$ cat src/rtl/pipe_ctrl_pkg.sv
// Shared encodings for the pipelined control unit: opcodes, ALU op codes,
// per-stage control words and the bubble constant.
package pipe_ctrl_pkg;

  localparam logic [5:0] OP_RTYPE = 6'h00;
  localparam logic [5:0] OP_J     = 6'h02;
  localparam logic [5:0] OP_JAL   = 6'h03;
  localparam logic [5:0] OP_BEQ   = 6'h04;
  localparam logic [5:0] OP_BNE   = 6'h05;
  localparam logic [5:0] OP_ADDI  = 6'h08;
  localparam logic [5:0] OP_ANDI  = 6'h0c;
  localparam logic [5:0] OP_ORI   = 6'h0d;
  localparam logic [5:0] OP_LUI   = 6'h0f;
  localparam logic [5:0] OP_LW    = 6'h23;
  localparam logic [5:0] OP_SW    = 6'h2b;

  localparam logic [5:0] FUNCT_JR = 6'h08;

  // Native width of the ALU op codes; the top zero-extends to ALUOP_W.
  localparam int unsigned CTRL_ALUOP_W = 4;

  localparam logic [CTRL_ALUOP_W-1:0] ALU_OP_NONE  = 4'd0;
  localparam logic [CTRL_ALUOP_W-1:0] ALU_OP_SUB   = 4'd1;
  localparam logic [CTRL_ALUOP_W-1:0] ALU_OP_LUI   = 4'd2;
  localparam logic [CTRL_ALUOP_W-1:0] ALU_OP_AND   = 4'd3;
  localparam logic [CTRL_ALUOP_W-1:0] ALU_OP_ADD   = 4'd4;
  localparam logic [CTRL_ALUOP_W-1:0] ALU_OP_OR    = 4'd5;
  localparam logic [CTRL_ALUOP_W-1:0] ALU_OP_LINK  = 4'd6;
  localparam logic [CTRL_ALUOP_W-1:0] ALU_OP_R     = 4'd7;
  localparam logic [CTRL_ALUOP_W-1:0] ALU_OP_LOAD  = 4'd8;
  localparam logic [CTRL_ALUOP_W-1:0] ALU_OP_STORE = 4'd9;

  typedef struct packed {
    logic                    alu_src;
    logic                    mem_read;
    logic                    mem_write;
    logic                    mem_to_reg;
    logic                    reg_write;
    logic [CTRL_ALUOP_W-1:0] alu_op;
  } ctrl_t;

  typedef struct packed {
    logic mem_read;
    logic mem_write;
    logic mem_to_reg;
    logic reg_write;
  } mem_ctrl_t;

  typedef struct packed {
    logic mem_to_reg;
    logic reg_write;
  } wb_ctrl_t;

  typedef enum logic [1:0] {
    DST_NONE = 2'd0,
    DST_RT   = 2'd1,
    DST_RD   = 2'd2,
    DST_LINK = 2'd3
  } dst_sel_t;

  localparam ctrl_t BUBBLE = '0;

  function automatic mem_ctrl_t to_mem(input ctrl_t c);
    return '{mem_read: c.mem_read, mem_write: c.mem_write,
             mem_to_reg: c.mem_to_reg, reg_write: c.reg_write};
  endfunction

  function automatic wb_ctrl_t to_wb(input mem_ctrl_t c);
    return '{mem_to_reg: c.mem_to_reg, reg_write: c.reg_write};
  endfunction

  // Instructions that read rt as an operand (rather than writing it).
  function automatic logic rt_is_source(input logic [5:0] op);
    return (op == OP_RTYPE) || (op == OP_BEQ) || (op == OP_BNE) || (op == OP_SW);
  endfunction

endpackage

$ cat src/rtl/pipe_ctrl_decode.sv
// Pure combinational opcode/funct decode into a control word, destination
// select and raw (ungated) ID-stage PC-control flags.
module pipe_ctrl_decode
  import pipe_ctrl_pkg::*;
(
  input  logic [5:0] op,
  input  logic [5:0] funct,
  output ctrl_t      ctrl,
  output dst_sel_t   dst_sel,
  output logic       jump,
  output logic       jr,
  output logic       branch_eq,
  output logic       branch_ne,
  output logic       known
);

  // Opcode table; unknown opcodes fall through to the all-zero word.
  always_comb begin
    ctrl      = BUBBLE;
    dst_sel   = DST_NONE;
    jump      = 1'b0;
    jr        = 1'b0;
    branch_eq = 1'b0;
    branch_ne = 1'b0;
    known     = 1'b1;
    case (op)
      OP_RTYPE: begin
        ctrl.alu_op = ALU_OP_R;
        if (funct == FUNCT_JR) begin
          jr = 1'b1;
        end else begin
          ctrl.reg_write = 1'b1;
          dst_sel        = DST_RD;
        end
      end
      OP_ADDI, OP_ANDI, OP_ORI, OP_LUI: begin
        ctrl.alu_src   = 1'b1;
        ctrl.reg_write = 1'b1;
        dst_sel        = DST_RT;
        case (op)
          OP_ANDI: ctrl.alu_op = ALU_OP_AND;
          OP_ORI:  ctrl.alu_op = ALU_OP_OR;
          OP_LUI:  ctrl.alu_op = ALU_OP_LUI;
          default: ctrl.alu_op = ALU_OP_ADD;
        endcase
      end
      OP_LW: begin
        ctrl.alu_src    = 1'b1;
        ctrl.mem_read   = 1'b1;
        ctrl.mem_to_reg = 1'b1;
        ctrl.reg_write  = 1'b1;
        ctrl.alu_op     = ALU_OP_LOAD;
        dst_sel         = DST_RT;
      end
      OP_SW: begin
        ctrl.alu_src   = 1'b1;
        ctrl.mem_write = 1'b1;
        ctrl.alu_op    = ALU_OP_STORE;
      end
      OP_BEQ: begin
        ctrl.alu_op = ALU_OP_SUB;
        branch_eq   = 1'b1;
      end
      OP_BNE: begin
        ctrl.alu_op = ALU_OP_SUB;
        branch_ne   = 1'b1;
      end
      OP_J: begin
        jump = 1'b1;
      end
      OP_JAL: begin
        jump           = 1'b1;
        ctrl.reg_write = 1'b1;
        ctrl.alu_op    = ALU_OP_LINK;
        dst_sel        = DST_LINK;
      end
      default: known = 1'b0;
    endcase
  end

endmodule

$ cat src/rtl/pipe_control_unit.sv
// Pipelined control unit: decodes in ID and carries the control word through
// EX/MEM/WB registers, injecting bubbles on stall/flush/invalid.
// Optional macro PIPE_CTRL_LOAD_USE_EN adds internal load-use detection
// (id_rs input, hazard_stall output).
module pipe_control_unit
  import pipe_ctrl_pkg::*;
#(
  parameter int unsigned ALUOP_W    = 4,
  parameter int unsigned REG_ADDR_W = 5,
  parameter int unsigned LINK_REG   = 31
) (
  input  logic                  clk,
  input  logic                  reset,
  input  logic                  id_valid,
  input  logic [5:0]            id_op,
  input  logic [5:0]            id_funct,
  input  logic [REG_ADDR_W-1:0] id_rt,
  input  logic [REG_ADDR_W-1:0] id_rd,
  input  logic                  stall,
  input  logic                  flush,
`ifdef PIPE_CTRL_LOAD_USE_EN
  input  logic [REG_ADDR_W-1:0] id_rs,
  output logic                  hazard_stall,
`endif
  output logic                  id_jump,
  output logic                  id_jr,
  output logic                  id_branch_eq,
  output logic                  id_branch_ne,
  output logic                  id_illegal,
  output logic                  ex_alu_src,
  output logic                  ex_mem_read,
  output logic                  ex_mem_write,
  output logic                  ex_mem_to_reg,
  output logic                  ex_reg_write,
  output logic [ALUOP_W-1:0]    ex_alu_op,
  output logic [REG_ADDR_W-1:0] ex_write_reg,
  output logic                  mem_mem_read,
  output logic                  mem_mem_write,
  output logic                  mem_mem_to_reg,
  output logic                  mem_reg_write,
  output logic [REG_ADDR_W-1:0] mem_write_reg,
  output logic                  wb_mem_to_reg,
  output logic                  wb_reg_write,
  output logic [REG_ADDR_W-1:0] wb_write_reg
);

  ctrl_t                 dec_ctrl;
  dst_sel_t              dec_dst;
  logic                  dec_jump, dec_jr, dec_beq, dec_bne, dec_known;
  ctrl_t                 id_ctrl;
  logic [REG_ADDR_W-1:0] id_write_reg;
  logic                  load_use;
  logic                  ex_bubble;

  ctrl_t                 ex_ctrl_d, ex_ctrl_q;
  logic [REG_ADDR_W-1:0] ex_write_reg_d, ex_write_reg_q;
  mem_ctrl_t             mem_ctrl_d, mem_ctrl_q;
  logic [REG_ADDR_W-1:0] mem_write_reg_d, mem_write_reg_q;
  wb_ctrl_t              wb_ctrl_d, wb_ctrl_q;
  logic [REG_ADDR_W-1:0] wb_write_reg_d, wb_write_reg_q;

  pipe_ctrl_decode u_decode (
    .op        (id_op),
    .funct     (id_funct),
    .ctrl      (dec_ctrl),
    .dst_sel   (dec_dst),
    .jump      (dec_jump),
    .jr        (dec_jr),
    .branch_eq (dec_beq),
    .branch_ne (dec_bne),
    .known     (dec_known)
  );

  // PC control only for a live instruction that is not being flushed.
  assign id_jump      = dec_jump & id_valid & ~flush;
  assign id_jr        = dec_jr   & id_valid & ~flush;
  assign id_branch_eq = dec_beq  & id_valid & ~flush;
  assign id_branch_ne = dec_bne  & id_valid & ~flush;
  assign id_illegal   = id_valid & ~dec_known;

`ifdef PIPE_CTRL_LOAD_USE_EN
  // A load in EX whose target is read by the ID instruction must wait a cycle.
  assign hazard_stall = ex_ctrl_q.mem_read & (ex_write_reg_q != '0) & id_valid &
                        ((ex_write_reg_q == id_rs) |
                         ((ex_write_reg_q == id_rt) & rt_is_source(id_op)));
  assign load_use     = hazard_stall;
`else
  assign load_use     = 1'b0;
`endif

  assign ex_bubble = stall | flush | ~id_valid | load_use;

  // Destination select; writes to register 0 are suppressed entirely.
  always_comb begin
    id_ctrl = dec_ctrl;
    case (dec_dst)
      DST_RT:   id_write_reg = id_rt;
      DST_RD:   id_write_reg = id_rd;
      DST_LINK: id_write_reg = REG_ADDR_W'(LINK_REG);
      default:  id_write_reg = '0;
    endcase
    if (id_write_reg == '0) id_ctrl.reg_write = 1'b0;
  end

  // Next-state for the stage registers: EX takes decode or a bubble, later stages shift.
  always_comb begin
    ex_ctrl_d       = ex_bubble ? BUBBLE : id_ctrl;
    ex_write_reg_d  = ex_bubble ? '0 : id_write_reg;
    mem_ctrl_d      = to_mem(ex_ctrl_q);
    mem_write_reg_d = ex_write_reg_q;
    wb_ctrl_d       = to_wb(mem_ctrl_q);
    wb_write_reg_d  = mem_write_reg_q;
  end

  // Stage registers; reset discards all in-flight control.
  always_ff @(posedge clk) begin
    if (reset) begin
      ex_ctrl_q       <= BUBBLE;
      ex_write_reg_q  <= '0;
      mem_ctrl_q      <= '0;
      mem_write_reg_q <= '0;
      wb_ctrl_q       <= '0;
      wb_write_reg_q  <= '0;
    end else begin
      ex_ctrl_q       <= ex_ctrl_d;
      ex_write_reg_q  <= ex_write_reg_d;
      mem_ctrl_q      <= mem_ctrl_d;
      mem_write_reg_q <= mem_write_reg_d;
      wb_ctrl_q       <= wb_ctrl_d;
      wb_write_reg_q  <= wb_write_reg_d;
    end
  end

  assign ex_alu_src     = ex_ctrl_q.alu_src;
  assign ex_mem_read    = ex_ctrl_q.mem_read;
  assign ex_mem_write   = ex_ctrl_q.mem_write;
  assign ex_mem_to_reg  = ex_ctrl_q.mem_to_reg;
  assign ex_reg_write   = ex_ctrl_q.reg_write;
  assign ex_alu_op      = ALUOP_W'(ex_ctrl_q.alu_op);
  assign ex_write_reg   = ex_write_reg_q;
  assign mem_mem_read   = mem_ctrl_q.mem_read;
  assign mem_mem_write  = mem_ctrl_q.mem_write;
  assign mem_mem_to_reg = mem_ctrl_q.mem_to_reg;
  assign mem_reg_write  = mem_ctrl_q.reg_write;
  assign mem_write_reg  = mem_write_reg_q;
  assign wb_mem_to_reg  = wb_ctrl_q.mem_to_reg;
  assign wb_reg_write   = wb_ctrl_q.reg_write;
  assign wb_write_reg   = wb_write_reg_q;

endmodule

$ cat config.mk
export PLATFORM = sky130hd
export DESIGN_NAME = pipe_control_unit
export DESIGN_NICKNAME = d
export VERILOG_FILES = /design/src/rtl/pipe_ctrl_pkg.sv /design/src/rtl/pipe_ctrl_decode.sv /design/src/rtl/pipe_control_unit.sv
export SDC_FILE = /design/constraint.sdc
export NUM_CORES = 1
export LEC_CHECK = 0
export BUFFER_PORTS_ARGS = -buffer_cell sky130_fd_sc_hd__buf_2
export CORE_MARGIN = 4
export CORE_UTILIZATION = 40
export CTS_CLUSTER_DIAMETER = 200
export DETAILED_ROUTE_END_ITERATION = 12
export HOLD_SLACK_MARGIN = 0.08
export PLACE_DENSITY = 0.75
export SLEW_MARGIN = 20
export SYNTH_ARGS = -nofsm -noshare
export SYNTH_HDL_FRONTEND = slang
export SYNTH_SLANG_ARGS = --single-unit
$ cat constraint.sdc
create_clock -name clk -period 1.65 [get_ports clk]
set_input_delay 0.2475 -clock clk [delete_from_list [all_inputs] [get_ports clk]]
set_output_delay 0.2475 -clock clk [all_outputs]
set_load 0.01 [all_outputs]
* Word-level counts from Yosys, hierarchy flattened *
Index checks and enable logic that the tools add are counted.
Widths: inputs -> output; s select.

cells by class
  add/subtract/negate cells = 0
  $mul = 0
  divide/modulo/power cells = 0
  order comparisons = 0
  equal/unequal tests = 14
  shift operators = 0
  multiplexer cells = 16
  bitwise operators = 14
  reduce and logical (&&, ||, !) cells = 11

operators with widths
  cell                count
  $eq 6x4->1 const B  5
  $pmux 4 s6          1
  $pmux 5 s3          1
  $eq 6x2->1 const B  2
  $eq 6x3->1 const B  2
  $eq 6x6->1 const B  2
  $reduce_or 6->1     2
  $reduce_or 11->1    1
  $mux 1              10
  $and 1x1->1         9
  $pmux 3 s3          1
  $logic_not 6->1     1
  $pmux 2 s3          1
  $reduce_or 2->1     3
  $logic_not 5->1     1
  $reduce_or 5->1     1
  $eq 2x2->1 const B  2
  $reduce_or 4->1     1
  $not 1->1           3
  $reduce_or 3->1     1
  $eq 2x1->1 const B  1
  $mux 2              1
  $or 1x1->1          2
  $pmux 1 s2          1

word-level totals
  register bits = 28
  bits in latches = 0
  RAM bits = 0
  ROM bits = 0
  bits of input ports = 27
  output and inout port bits = 35
  logic and storage cells = 68
  memories = 0

* Depth between registers and ports, before layout *
  depth in word-level cells = 7
  gate-level depth with buffers = 7
  depth with buffers taken out = 5

* By module *
Synthesis repeated with hierarchy kept, for this count alone.

unflattened totals
  cell total of the unflattened synthesis = 143
  area total of the unflattened synthesis = 1301.2 um^2

modules (own cells, without submodules)
  module             times used  cells an instance  area an instance (um^2)  sequential area each (um^2)
  pipe_control_unit  1           85                 932.1                    600.6
  pipe_ctrl_decode   1           58                 369.1                    0.0

* Least setup slack after synthesis *
No wires, ideal clock.

  kind = input to register
  start = input port id_op[0]
  end = register ex_ctrl_q (netlist bit ex_reg_write)
  library setup time = 128 ps
  data arrival time = 1584 ps
  required time = 1522 ps
  setup slack = -62 ps
  stages on the path = 7
  path buffers = 2
  cell sequence = buf_6 or2_1 buf_2 a211oi_2 o211ai_1 a222oi_1 a31oi_1

on the way
  word-level cells in the longest chain between the ends = 7
  elaborated cells on any way between the ends = 17
  classes of those cells = eq/ne: 9; mux: 3; reduce/logical: 5

ends and longest elaborated chain
  item                                      line                      source
  start: declaration                        pipe_control_unit.sv:15   input logic [5:0] id_op,
  $eq 6x4->1 or $eq 6x6->1 (tied branches)  pipe_ctrl_decode.sv:26    case (op)
  $reduce_or 5->1 (no source line)          -
  $pmux 2 s3                                pipe_ctrl_decode.sv:26
  $eq 2x2->1 or $eq 2x1->1 (tied branches)  pipe_control_unit.sv:96   case (dec_dst)
  $pmux 5 s3                                pipe_control_unit.sv:96
  $logic_not 5->1                           pipe_control_unit.sv:102  if (id_write_reg == '0) id_ctrl.reg_write = 1'b0;
  $reduce_or 3->1 (no source line)          -
  end signal: assignment                    pipe_control_unit.sv:125  ex_ctrl_q <= ex_ctrl_d;
  end: declaration                          pipe_control_unit.sv:55   ctrl_t ex_ctrl_d, ex_ctrl_q;

Several ways; a longest one is shown, not always the timed one.
A chain may end at the register's enable or synchronous reset.

* Worst setup path after layout *
  start = input port id_op[4]
  end = output port id_jr

on the way
  word-level cells in the longest chain between the ends = 4

ends and longest elaborated chain
  item                       line                     source
  $logic_not 6->1            pipe_ctrl_decode.sv:26
  $mux 1                     pipe_ctrl_decode.sv:26
  $and 1x1->1 (2 in series)  pipe_control_unit.sv:76  assign id_jr = dec_jr & id_valid & ~flush;
  end: declaration           pipe_control_unit.sv:26  output logic id_jr,

Every way passes these cells.

==> impl_metrics.ini <==
[power_and_ir_drop]
p_sw_uw = 270
power.leakage_uw = 0.000885
cellPowerDensity_mw_per_mm2 = 724
power_frac_comb_pct = 13.9
p_clk_share_pct = 33.2
design_power_total_uw = 1280
peakVddDrop_v = 0.000397
seqPwrFrac_pct = 52.9
intPower_uw = 1010
p_sw_share_pct = 21.1

[global_route]
grt_pass1_wl_mm = 5.29
grt_pass1_vias = 1219
antenna_found_initial = 0
grt_max_degree = 17
gr-total-overflow = 0
track_usage_pct = 16.2

[place]
hpwl_mm = 2.66
place.gp.congestion = 0.915
dpl_cell_area_mm2 = 0.00169
port_buffers = 61
place_inst = 247

[timing]
fin_crit_sh_pct = 95.3
setup_viol = 0
period_minus_slack_ns = 1.57
hold-worst-slack_ns = 0.233
clock_skew_ns = 0.0138
hold_viol_final = 0
worst_pin_slew_ns = 0.410
setup_tns_ns = 0
max_freq_ghz = 0.636
max_slew_margin_pct = 72.3
slew_violations = 0

[routing]
antenna_left = 0
wire_per_inst_um = 12.6
drc = 0
vias_per_cell = 5.05
routed_wl_mm = 3.19
first_iter_violations = 34
dr.pass1.iters = 4
via_count = 1272

[final_layout]
drive_gt1_share_pct = 45.7
ff_latch_area_um2 = 561
n_fill_cell = 257
n_antenna_cell = 0
fin_area_mm2 = 0.00177
multi_input_area_um2 = 557
layout.nets = 249
area_delta_synth_final_pct = 47.3
stdcell_count = 252

[synth]
synth_top_area_share_pct = 46.7
synth.distinct_cells = 35
synth_area_leader_cell = dfxtp_1
synth_area_mm2 = 0.00120
synthTopCellsByArea = dfxtp_1 (47%), nor2b_1 (8.9%), nor2_1 (4.7%), o211ai_1 (4.4%), inv_1 (3.1%)
syn-num-nets = 165
synthCells = 138
synth.avg_cell_area_um2 = 8.70
seq_area_frac_synth_pct = 46.7
yosys_warnings = 0
ys_seq_elements = 28

[clock_tree]
clkSinkCount = 28
cts_buffer_depth = 2
root_buffer = clkbuf_4
cts_buffers = 3
htreeDepth = 1
clk_pin_slew_ns = 0.14
cts_tree = yes
clk_latency_ns = 0.32

[setup_path]
worstSetupPathType = in2out
critPathRequiredTime_ns = 1.40
arrival_ns = 1.33
cp_max_fo = 3
worst_setup_path_start_kind = primary input
cp-end-kind = output port
r2r_setup_slack_ns = 1.09

[floorplan]
die_h_um = 62.8
ios = 62
coreArea_mm2 = 0.00281
start_util_pct = 42.8
fp.dieArea_mm2 = 0.00394
rows = 19
dieWidth_um = 62.8

[job]
maxCapViolations = 0

[outcome]
status = complete, no violations

[worst_hold_path]
min_path_type = in2reg
[kinds of logic (layout without fill, tap and decap cells)]
family	count (synthesis)	count (layout)	synth area share (%)
AOI/OAI and AO/OA	25	25	15.9
xor gates and xnor gates	1	1	0.729
buffers and inverters	21	104	9.06
DFF	28	28	46.7
and+or+nand+nor	63	63	27.6
[worst max-delay path: stages]
cell and delay (ns):
buf_2 0.11, or4_4 0.54, nor2_2 0.12, nand3_1 0.08
nor2_1 0.09, buf_2 0.13
[cells in the mapped netlist, drive strengths merged]
cell type / count
nor2: 15
nor4b: 1
o211a: 1
or2: 1
a32o: 1
a2111oi: 1
nand4: 1
a21oi: 2
or4: 1
nor3: 5
nand4b: 1
clkbuf: 3
a32oi: 1
o211ai: 7
a31oi: 2
and3: 1
o21ai: 4
nor2b: 17
buf: 8
a211o: 1
a211oi: 2
xnor2: 1
nor4: 3
nand3: 5
a222oi: 1
a31o: 1
nand2: 9
nand2b: 2
dfxtp: 28
or3: 1
inv: 10
a2111o: 1
[metrics by stage]
step / worst slack [ns] / utilization (%)
finish: 0.0769 / 63.1
global route: -0.0123 / 63.1
CTS: 0.0549 / 62.2
detailed placement: -0.248 / 60.3
global placement: -0.155 / 60.3
floorplan: -0.0225 / -
[repair_timing]
item / 4_1_cts / 5_1_grt
hold buffers: 0 / 0
setup endpoints to repair: 0 / 4
buffers inserted: 0 / 1
resized for setup: 0 / 6
[routing by layer]
layer	up-vias	part of all wire, %	track usage (%)
met5	-	0	0
met4	0	1.5	7.71
met3	4	7.7	1.98
met2	52	49	28.8
met1	577	42	19.3
li1	639	-	-
[path summary, 6_finish.rpt]
kind	from	end	cells past startpoint
hold / removal	id_rd[4]	ex_write_reg[4]	3
setup reg to reg	ex_write_reg[4]	mem_write_reg[4]	1
hold reg to reg	ex_write_reg[0]	mem_write_reg[0]	1
setup / recovery	id_op[4]	id_jr	6
[cell usage in the layout (no fill, tap or decap), types with 2 or more instances in the layout]
cell and instances:
o211ai_1 7, nor2b_1 17, nor2_1 14, o21ai_0 3, inv_1 10, clkbuf_4 3, nand3_1 5, buf_2 61
nor3_1 4, a21oi_1 2, dfxtp_1 28, buf_4 29, nand2_1 9, a31oi_1 2, nand2b_1 2, nor4_1 3
[power groups by stage]
| stage | logic [uW] | registers [uW] | clock network, uW |
|---|---|---|---|
| finish | 178 | 678 | 425 |
| global route | 195 | 679 | 474 |
| CTS | 169 | 678 | 438 |
| detailed placement | 169 | 693 | 0 |
| global placement | 165 | 693 | 0 |
| floorplan | 87.8 | 694 | 0 |
[layout make-up]
type                       instances  area share (%)
clock buffer                       3            1.27
clock inverter                     1            1.70
inverter                          10            2.12
multi-input combinational         89            31.5
sequential                        28            31.7
tap                               31            2.19
timing repair buffer              90            29.6
Note: power is estimated with default switching activity, not from simulation.
